--- config.mk ---
export PLATFORM = sky130hd
export DESIGN_NAME = spgd_dither_driver
export DESIGN_NICKNAME = d
export VERILOG_FILES = /design/src/rtl/spgd_pkg.sv /design/src/rtl/spgd_code_clamp.sv /design/src/rtl/spgd_dither_driver.sv
export SDC_FILE = /design/constraint.sdc
export NUM_CORES = 1
export LEC_CHECK = 0
export CAP_MARGIN = 20
export CELL_PAD_IN_SITES_DETAIL_PLACEMENT = 0
export CELL_PAD_IN_SITES_GLOBAL_PLACEMENT = 1
export CORE_ASPECT_RATIO = 1.1
export CORE_UTILIZATION = 25
export CTS_CLUSTER_DIAMETER = 30
export DETAILED_ROUTE_END_ITERATION = 7
export PLACE_DENSITY_LB_ADDON = 0.1
export SYNTH_ARGS = -nofsm -noshare
export SYNTH_HDL_FRONTEND = slang
export SYNTH_SLANG_ARGS = --single-unit
--- constraint.sdc ---
create_clock -name ADC_CLK -period 3.95 [get_ports ADC_CLK]
set_input_delay 0.395 -clock ADC_CLK [delete_from_list [all_inputs] [get_ports ADC_CLK]]
set_output_delay 0.395 -clock ADC_CLK [all_outputs]
set_load 0.02 [all_outputs]
--- src/rtl/spgd_pkg.sv ---
// Shared types and defaults for the SPGD dither driver.
// The optional MEAS watchdog is enabled with the SPGD_DITHER_TIMEOUT_EN macro.
package spgd_pkg;

  typedef enum logic [2:0] {
    IDLE     = 3'd0,
    APPLY_P  = 3'd1,
    SETTLE_P = 3'd2,
    MEAS_P   = 3'd3,
    APPLY_N  = 3'd4,
    SETTLE_N = 3'd5,
    MEAS_N   = 3'd6,
    REPORT   = 3'd7
  } spgd_state_e;

  localparam int DAC_WIDTH_DEF      = 14;
  localparam int ADC_WIDTH_DEF      = 12;
  localparam int SETTLE_CYCLES_DEF  = 16;
  localparam int TIMEOUT_CYCLES_DEF = 65536;

  // Two's-complement code range for the default DAC width.
  localparam int DAC_MAX = (1 << (DAC_WIDTH_DEF - 1)) - 1;
  localparam int DAC_MIN = -(1 << (DAC_WIDTH_DEF - 1));

endpackage

--- src/rtl/spgd_code_clamp.sv ---
// Combinational base +/- delta at W+1 bits, saturated back to a W-bit
// two's-complement code, with a flag raised whenever clamping occurred.
module spgd_code_clamp
  import spgd_pkg::*;
#(
  parameter int W = DAC_WIDTH_DEF
) (
  input  logic [W-1:0] base_i,
  input  logic [W-2:0] delta_i,
  input  logic         sub_i,
  output logic [W-1:0] code_o,
  output logic         sat_o
);

  logic [W:0] base_ext;
  logic [W:0] delta_ext;
  logic [W:0] sum;

  always_comb begin
    base_ext  = {base_i[W-1], base_i};
    delta_ext = {2'b00, delta_i};
    sum       = sub_i ? (base_ext - delta_ext) : (base_ext + delta_ext);
    // The wide result leaves the W-bit range exactly when its top two bits differ.
    sat_o     = sum[W] ^ sum[W-1];
    if (!sat_o) begin
      code_o = sum[W-1:0];
    end else if (sum[W]) begin
      code_o = {1'b1, {(W-1){1'b0}}};
    end else begin
      code_o = {1'b0, {(W-1){1'b1}}};
    end
  end

endmodule

--- src/rtl/spgd_dither_driver.sv ---
// Two-sided SPGD dither around a latched base code, measuring the averaged
// metric on each side. Optional MEAS watchdog: SPGD_DITHER_TIMEOUT_EN.
module spgd_dither_driver
  import spgd_pkg::*;
#(
  parameter int DAC_WIDTH      = DAC_WIDTH_DEF,
  parameter int ADC_WIDTH      = ADC_WIDTH_DEF,
  parameter int SETTLE_CYCLES  = SETTLE_CYCLES_DEF,
  parameter int TIMEOUT_CYCLES = TIMEOUT_CYCLES_DEF
) (
  input  logic                 ADC_CLK,
  input  logic                 RST_N,
  input  logic                 ENABLE,
  input  logic [DAC_WIDTH-1:0] BASE_CODE,
  input  logic [DAC_WIDTH-2:0] DELTA,
  input  logic                 AVG_DONE,
  input  logic [ADC_WIDTH-1:0] AVG_DATA,
  output logic                 AVG_RST,
  output logic [DAC_WIDTH-1:0] DAC_CODE_OUT,
  output logic [ADC_WIDTH:0]   DIFF_OUT,
  output logic                 DIFF_VALID,
  output logic                 SAT_OUT,
  output logic                 BUSY,
  output logic                 TIMEOUT_FLAG,
  output logic [2:0]           STATE_DBG
);

  localparam int CNT_MAX = (TIMEOUT_CYCLES > SETTLE_CYCLES) ? TIMEOUT_CYCLES : SETTLE_CYCLES;
  localparam int CNT_W   = $clog2(CNT_MAX + 1);
  localparam logic [CNT_W-1:0] SETTLE_LOAD  = CNT_W'(SETTLE_CYCLES - 1);
  localparam logic [CNT_W-1:0] TIMEOUT_LOAD = CNT_W'(TIMEOUT_CYCLES - 1);

  spgd_state_e          state_q, state_d;
  logic [DAC_WIDTH-1:0] base_q, base_d;
  logic [DAC_WIDTH-2:0] delta_q, delta_d;
  logic [DAC_WIDTH-1:0] dac_q, dac_d;
  logic [CNT_W-1:0]     cnt_q, cnt_d;
  logic [ADC_WIDTH-1:0] mp_q, mp_d, mn_q, mn_d;
  logic [ADC_WIDTH:0]   diff_q, diff_d;
  logic                 sat_q, sat_d, sat_out_q, sat_out_d;
  logic                 dv_q, dv_d, to_q, to_d;
  logic                 start, abort;

  logic [DAC_WIDTH-1:0] code_p, code_n;
  logic                 sat_p, sat_n;

  spgd_code_clamp #(.W(DAC_WIDTH)) u_clamp_p (
    .base_i (base_q), .delta_i (delta_q), .sub_i (1'b0), .code_o (code_p), .sat_o (sat_p)
  );

  spgd_code_clamp #(.W(DAC_WIDTH)) u_clamp_n (
    .base_i (base_q), .delta_i (delta_q), .sub_i (1'b1), .code_o (code_n), .sat_o (sat_n)
  );

  always_ff @(posedge ADC_CLK or negedge RST_N) begin
    if (!RST_N) begin
      state_q   <= IDLE;
      base_q    <= '0;
      delta_q   <= '0;
      dac_q     <= '0;
      cnt_q     <= '0;
      mp_q      <= '0;
      mn_q      <= '0;
      diff_q    <= '0;
      sat_q     <= 1'b0;
      sat_out_q <= 1'b0;
      dv_q      <= 1'b0;
      to_q      <= 1'b0;
    end else begin
      state_q   <= state_d;
      base_q    <= base_d;
      delta_q   <= delta_d;
      dac_q     <= dac_d;
      cnt_q     <= cnt_d;
      mp_q      <= mp_d;
      mn_q      <= mn_d;
      diff_q    <= diff_d;
      sat_q     <= sat_d;
      sat_out_q <= sat_out_d;
      dv_q      <= dv_d;
      to_q      <= to_d;
    end
  end

  always_comb begin
    state_d   = state_q;
    base_d    = base_q;
    delta_d   = delta_q;
    dac_d     = dac_q;
    cnt_d     = cnt_q;
    mp_d      = mp_q;
    mn_d      = mn_q;
    diff_d    = diff_q;
    sat_d     = sat_q;
    sat_out_d = sat_out_q;
    dv_d      = 1'b0;
    to_d      = to_q;
    start     = 1'b0;
    abort     = !ENABLE && (state_q != IDLE) && (state_q != REPORT);

    case (state_q)
      IDLE: start = ENABLE;
      APPLY_P: begin
        dac_d   = code_p;
        sat_d   = sat_q | sat_p;
        cnt_d   = SETTLE_LOAD;
        state_d = SETTLE_P;
      end
      APPLY_N: begin
        dac_d   = code_n;
        sat_d   = sat_q | sat_n;
        cnt_d   = SETTLE_LOAD;
        state_d = SETTLE_N;
      end
      SETTLE_P, SETTLE_N: begin
        if (cnt_q == '0) begin
          cnt_d   = TIMEOUT_LOAD;
          state_d = (state_q == SETTLE_P) ? MEAS_P : MEAS_N;
        end else begin
          cnt_d = cnt_q - CNT_W'(1);
        end
      end
      MEAS_P, MEAS_N: begin
        if (AVG_DONE) begin
          if (state_q == MEAS_P) begin
            mp_d    = AVG_DATA;
            state_d = APPLY_N;
          end else begin
            mn_d    = AVG_DATA;
            state_d = REPORT;
          end
        end
`ifdef SPGD_DITHER_TIMEOUT_EN
        else if (cnt_q == '0) begin
          state_d = IDLE;
          dac_d   = base_q;
          to_d    = 1'b1;
        end else begin
          cnt_d = cnt_q - CNT_W'(1);
        end
`endif
      end
      REPORT: begin
        // Zero-extended operands at ADC_WIDTH+1 bits cannot overflow.
        diff_d    = {1'b0, mp_q} - {1'b0, mn_q};
        dv_d      = 1'b1;
        sat_out_d = sat_q;
        dac_d     = base_q;
        if (ENABLE) start = 1'b1;
        else        state_d = IDLE;
      end
      default: state_d = IDLE;
    endcase

    if (start) begin
      base_d  = BASE_CODE;
      delta_d = DELTA;
      sat_d   = 1'b0;
      to_d    = 1'b0;
      state_d = APPLY_P;
    end

    // Abort wins over any capture or watchdog event in the same cycle.
    if (abort) begin
      state_d = IDLE;
      dac_d   = base_q;
      mp_d    = mp_q;
      mn_d    = mn_q;
      sat_d   = sat_q;
      to_d    = to_q;
    end
  end

  assign AVG_RST      = !((state_q == MEAS_P) || (state_q == MEAS_N));
  assign DAC_CODE_OUT = dac_q;
  assign DIFF_OUT     = diff_q;
  assign DIFF_VALID   = dv_q;
  assign SAT_OUT      = sat_out_q;
  assign BUSY         = (state_q != IDLE);
  assign TIMEOUT_FLAG = to_q;
  assign STATE_DBG    = state_q;

endmodule

# --- After elaboration in Yosys (flattened, before gate mapping) ---
# Cells that the tools add are included.
op_classes:
  bitwise: 6
  add_sub_neg: 4
  muxes: 21
  eq_ne: 11
  reduce_logical: 19
op_table:
  columns: ["operator", "count"]
  rows:
  - ["14-bit 2-to-1 mux", 5]
  - ["14-bit one-hot mux with 3 select lines", 1]
  - ["17-bit one-hot mux with 2 select lines", 1]
  - ["3-bit 2-to-1 mux", 6]
  - ["17-bit logical NOT", 1]
  - ["17-bit 2-to-1 mux", 1]
  - ["17-bit by 1-bit subtractor with 17-bit output (second input constant)", 1]
  - ["14-bit by 14-bit adder with 15-bit output", 1]
  - ["3-bit one-hot mux with 5 select lines", 1]
  - ["14-bit by 14-bit subtractor with 15-bit output", 1]
  - ["12-bit by 12-bit subtractor with 13-bit output", 1]
  - ["3-bit == test (second input constant)", 4]
  - ["4-bit inequality test (second input constant)", 3]
  - ["4-bit AND reduction", 3]
  - ["7-bit nonzero test", 1]
  - ["3-bit by 2-bit == test with 1-bit output (second input constant)", 2]
  - ["3-bit nonzero test", 2]
  - ["2-bit OR reduction", 3]
  - ["1-bit one-hot mux with 2 select lines", 2]
  - ["4-bit nonzero test", 1]
  - ["3-bit by 1-bit == test with 1-bit output (second input constant)", 1]
  - ["3-bit logical NOT", 1]
  - ["1-bit 2-to-1 mux", 3]
  - ["3-bit inequality test (second input constant)", 1]
  - ["9 further kinds", 14]
word_totals:
  reg_bits: 101
  out_inout_bits: 35
  in_bits: 43
  word_cells: 72

# --- Depth between registers and ports, before layout ---
depth:
  depth_word: 6
  depth_mapped: 13
  ltp_nobuf: 11

# --- Hierarchy ---
# From an unflattened synthesis, not the netlist that was laid out.
hier_totals:
  cells_unflattened: 857
  hier_area_um2: 7626.1
by_module_without_submodules:
  columns: ["mod", "area_per_inst_um2", "seq_area_each_um2", "cells_each", "instances"]
  rows:
  - ["spgd_dither_driver", 5217.5, 2527.4, 534, 1]
  - ["spgd_code_clamp at u_clamp_n", 1223.7, 0.0, 162, 1]
  - ["spgd_code_clamp at u_clamp_p", 1184.9, 0.0, 161, 1]

# --- Worst setup path before layout ---
# No wires, ideal clock.
synth_path:
  path_kind: "flip-flop to flip-flop"
  startpoint: "register base_q[7]"
  endpoint: "register sat_q"
  t_required_ns: 3.856
  path_buffers: 3
  period_less_slack_ns: 2.728
  t_arrival_ns: 2.635
  setup_time_ns: 0.094
  path_slack_ns: 1.222
  path_stages_with_launch: 13
  path_cell_list: "dfrtp_1 > ha_1 > buf_6 > a21o_1 > a21oi_4 > o21ai_1 > or4_1 > buf_2 > or3_1 > buf_6 > nand2_4 > o2111ai_2 > a221oi_2"
synth_between:
  elab_chain_len: 5
  word_cells_on_any_way: 8
  classes_between: "2 x add/sub; 2 x mux; 4 x bitwise"
synth_rtl:
  columns: ["item", "line", "source"]
  rows:
  - ["start: declaration", "spgd_dither_driver.sv:34", "logic [DAC_WIDTH-1:0] base_q, base_d;"]
  - ["start signal: assignment", "spgd_dither_driver.sv:71", "base_q <= base_d;"]
  - ["14-bit by 14-bit subtractor with 15-bit output / 14-bit by 14-bit adder with 15-bit output (equally long branches)", null, null]
  - ["1-bit bitwise XOR", "spgd_code_clamp.sv:24", "sat_o = sum[W] ^ sum[W-1];"]
  - ["1-bit bitwise OR, on equally long branches", "spgd_dither_driver.sv:111, spgd_dither_driver.sv:105", null]
  - ["1-bit one-hot mux with 2 select lines *", "spgd_dither_driver.sv:101", "case (state_q)"]
  - ["1-bit 2-to-1 mux *", "spgd_dither_driver.sv:155", "if (start) begin"]
  - ["end signal: assignment", "spgd_dither_driver.sv:78", "sat_q <= sat_d;"]
  - ["end: declaration", "spgd_dither_driver.sv:40", "logic sat_q, sat_d, sat_out_q, sat_out_d;"]
# Mark *: on every way between the ends. The rest lies on a longest branch, timed or not.
# A chain may end at the register's enable or synchronous reset.

# --- Final worst setup path ---
layout_path:
  startpoint: "register base_q[2]"
  endpoint: "register dac_q[6], in the netlist DAC_CODE_OUT[6]"
layout_between:
  elab_chain_len: 5
  word_cells_on_any_way: 10
  classes_between: "2 x add/sub; 6 x mux; 2 x bitwise"
layout_rtl:
  columns: ["item", "line", "source"]
  rows:
  - ["14-bit by 14-bit subtractor with 15-bit output / 14-bit by 14-bit adder with 15-bit output (equally long branches)", null, null]
  - ["14-bit 2-to-1 mux / 1-bit bitwise XOR (equally long branches)", "spgd_code_clamp.sv:27, spgd_code_clamp.sv:24", null]
  - ["14-bit 2-to-1 mux", "spgd_code_clamp.sv:25", "if (!sat_o) begin"]
  - ["14-bit one-hot mux with 3 select lines *", "spgd_dither_driver.sv:101", null]
  - ["14-bit 2-to-1 mux *", "spgd_dither_driver.sv:164", "if (abort) begin"]
  - ["end signal: assignment", "spgd_dither_driver.sv:60", "dac_q <= '0;"]
  - ["end signal: assignment", "spgd_dither_driver.sv:73", "dac_q <= dac_d;"]
  - ["end: declaration", "spgd_dither_driver.sv:36", "logic [DAC_WIDTH-1:0] dac_q, dac_d;"]
# Marks and branches as above.

==> impl_metrics.py <==
metrics = {
    "grt": {
        "grt_max_degree": 65,
        "grt.total_usage": 0.1468,
        "grt_pass1_wl_mm": 30.17,
        "grt_pass1_vias": 5519,
        "antenna_found_initial": 0,
        "grt_overflow": 0,
        "busiest_layer": "met2",
        "grt_use_met1": 0.1994,
        "grt_util_met2": 0.2351,
        "met3_usage": 0.02356,
    },
    "cts": {
        "clock-sinks": 101,
        "post_cts_buffers": 0,
        "root_buffer": "clkbuf_16",
        "cts_max_level": 3,
        "cts_made_buffers": 9,
        "insertion_delay_ns": 0.36,
        "clk_pin_slew_ns": 0.08,
        "clockBufferDepth": 2,
        "cts_resized": 0,
        "cts_tree": "done",
        "hold_buffers": 0,
    },
    "floorplan": {
        "die_width_um": 155.6,
        "num_io_pins": 78,
        "core_area_sq_um": 25420,
        "die_h_um": 170.9,
        "rows": 61,
        "initial_core_util": 0.2552,
        "dieArea_sq_um": 26590,
    },
    "synthesis": {
        "synthTopCellsByArea": "dfrtp_1 39%, mux2_2 8.9%, ha_1 7.5%, a21oi_1 3.8%, o21ai_0 3.6%",
        "netlist_instances": 692,
        "synth_area_sq_um": 6485,
        "ys_types": 77,
        "synth_top_cell_area_share": 0.3897,
        "ys_warn_count": 0,
        "synth-edff-count": 0,
        "ys_ff_latch": 101,
        "ys_seq_area_frac": 0.3897,
        "synth_most_common_cell": "dfrtp_1",
        "synth_area_leader_cell": "dfrtp_1",
        "synth_common_cells": "101 x dfrtp_1, 53 x nor2_1, 51 x mux2_2",
        "syn-num-nets": 777,
        "synthArstFlopShare": 1.000,
        "synth_area_per_cell_sq_um": 9.371,
        "ys.flop_type": "dfrtp_1",
    },
    "finish": {
        "drive_gt1_frac": 0.1288,
        "fin_util": 0.3106,
        "postLayoutCellArea_sq_um": 7894,
        "finish.net_count": 842,
        "syn_to_final_growth_pct": 21.72,
        "n_antenna_cell": 0,
    },
    "place": {
        "pre_cts_ws_ns": 0.6458,
        "gp_congestion": 0.8443,
        "numPortBuffers": 76,
        "placed_area_sq_um": 7609,
        "post-dp-hpwl_mm": 13.36,
    },
    "sta": {
        "final-hold-violation-count": 0,
        "finalSetupViolCount": 0,
        "post-route-worst-setup-slack_ns": 0.6110,
        "tns_ns": 0,
        "period_minus_slack_ns": 3.339,
        "maxSlewViolCount": 0,
        "slew-limit-headroom": 0.3890,
        "clock.fmax_mhz": 299.5,
        "skew_ns": 0.01206,
        "tightest_slew_ns": 0.9165,
        "rsz0062_at_grt": "false",
        "period_share": 0.8453,
    },
    "setup_path": {
        "critPathRequiredTime_ns": 4.23,
        "arrival_ns": 3.62,
        "start_kind": "flop",
        "critPathKind": "flop to flop",
        "crit_path_end_kind": "flop",
        "crit_path_start": "base_q[2]",
        "rr_startpoint": "base_q[2]",
        "critPathMaxFanout": 13,
    },
    "detailed_routing": {
        "totalWireLength_mm": 18.65,
        "wl_per_cell_um": 16.85,
        "drtAntennaViolNets": 0,
        "via_per_inst": 4.807,
        "first_iter_violations": 261,
        "vias": 5321,
        "dr.pass1.iters": 4,
        "drc": 0,
    },
    "power": {
        "ir_drop_v": 0.0001692,
        "p_leak_nw": 3.380,
        "powerDensity_nw_per_um2": 659.3,
    },
    "flow_run": {
        "cap_violations": 0,
    },
    "hold_path": {
        "min_path_type": "input pin to asynchronous set/reset pin",
    },
    "status": {
        "outcome": "finished clean",
    },
}
[kinds of logic (layout without fill, tap and decap cells)]
kind of cell / Yosys count / in the layout / share of synthesized area
AO/OA/AOI/OAI: 196 / 196 / 0.1982
AND/OR/NAND/NOR: 189 / 189 / 0.1443
flip-flops: 101 / 101 / 0.3897
buffers and inverters: 80 / 149 / 0.05036
multiplexers: 54 / 54 / 0.09319
adder cells (fa/ha/maj): 42 / 42 / 0.08451
XOR/XNOR: 29 / 29 / 0.03917
other: 1 / 1 / 0.0005783
[final timing paths]
path / to / slack, ns / depth (start not counted)
setup / recovery: DAC_CODE_OUT[6] / 0.61 / 9
setup reg to reg: DAC_CODE_OUT[6] / 0.61 / 9
max in group asynchronous: mn_q[5] / 2.91 / 2
min in group ADC_CLK: DIFF_OUT[3] / 0.48 / 2
hold reg to reg: DIFF_OUT[3] / 0.48 / 2
hold / removal: base_q[5] / 0.15 / 1
[cell type report]
| class | instances | area [sq um] |
|---|---|---|
| Clock inverter | 6 | 60.06 |
| Multi-Input combinational cell | 511 | 3631 |
| Inverter | 47 | 176.4 |
| Clock buffer | 9 | 225.2 |
| Fill cell | 2659 | 17520 |
| Timing Repair Buffer | 87 | 840.8 |
| Tap cell | 346 | 432.9 |
| Sequential cell | 101 | 2527 |
[worst max-delay path, stage by stage, from the launching register on]
cell and delay, ns:
dfrtp_1 0.43, ha_1 0.42, nand2b_1 0.21, a2bb2oi_2 0.20, a211oi_2 0.15, o31a_1 0.34, o41a_1 0.44, a21oi_2 0.62
o21ai_0 0.24, a31oi_1 0.22
[report_power, final]
group / switching [mW] / total (mW) / leakage [nW] / internal [mW]
clock network: 0.457 / 0.895 / 0.139 / 0.438
registers: 0.232 / 1.50 / 1.27 / 1.27
logic: 1.60 / 2.80 / 1.97 / 1.20
[per-layer routing]
| metal | vias up | wire length (um) |
|---|---|---|
| met5 | - | 0 |
| met4 | 0 | 265 |
| li1 | 2597 | - |
| met1 | 2595 | 8821 |
| met2 | 113 | 8554 |
| met3 | 16 | 1008 |
[cell usage in the layout, fill, tap and decap left out, drive strengths merged, types with 5 or more instances in the layout]
cell type	instances
dfrtp	101
nand3	14
ha	39
o21a	5
o21ai	58
mux2	51
inv	48
or3	7
o22ai	13
clkinv	5
nor2	53
xnor2	19
nand2b	14
nand2	51
o31ai	10
a21oi	51
clkdlybuf4s50	75
nor2b	7
xor2	10
nor3	19
a22oi	5
a21o	7
clkbuf	9
a31oi	11
and3	7
buf	12
[state kept, by name, indices dropped and copies added, names as in the netlist]
register / flops
mn_q: 12
mp_q: 12
delta_q: 13
STATE_DBG: 3
sat_q: 1
DIFF_OUT: 13
SAT_OUT: 1
DIFF_VALID: 1
cnt_q: 17
base_q: 14
DAC_CODE_OUT: 14
[per-stage QoR]
stage / std cells / hold slack, ns / power [mW]
after floorplan: 692 / 0.09941 / 3.496
after global placement: 1092 / 0.4611 / 4.324
after detailed placement: 1092 / 0.4605 / 4.336
after CTS: 1107 / 0.2040 / 5.274
after global routing: 1107 / 0.2341 / 5.639
final: 1107 / 0.1494 / 5.205
Power figures use the tool's default switching activity.
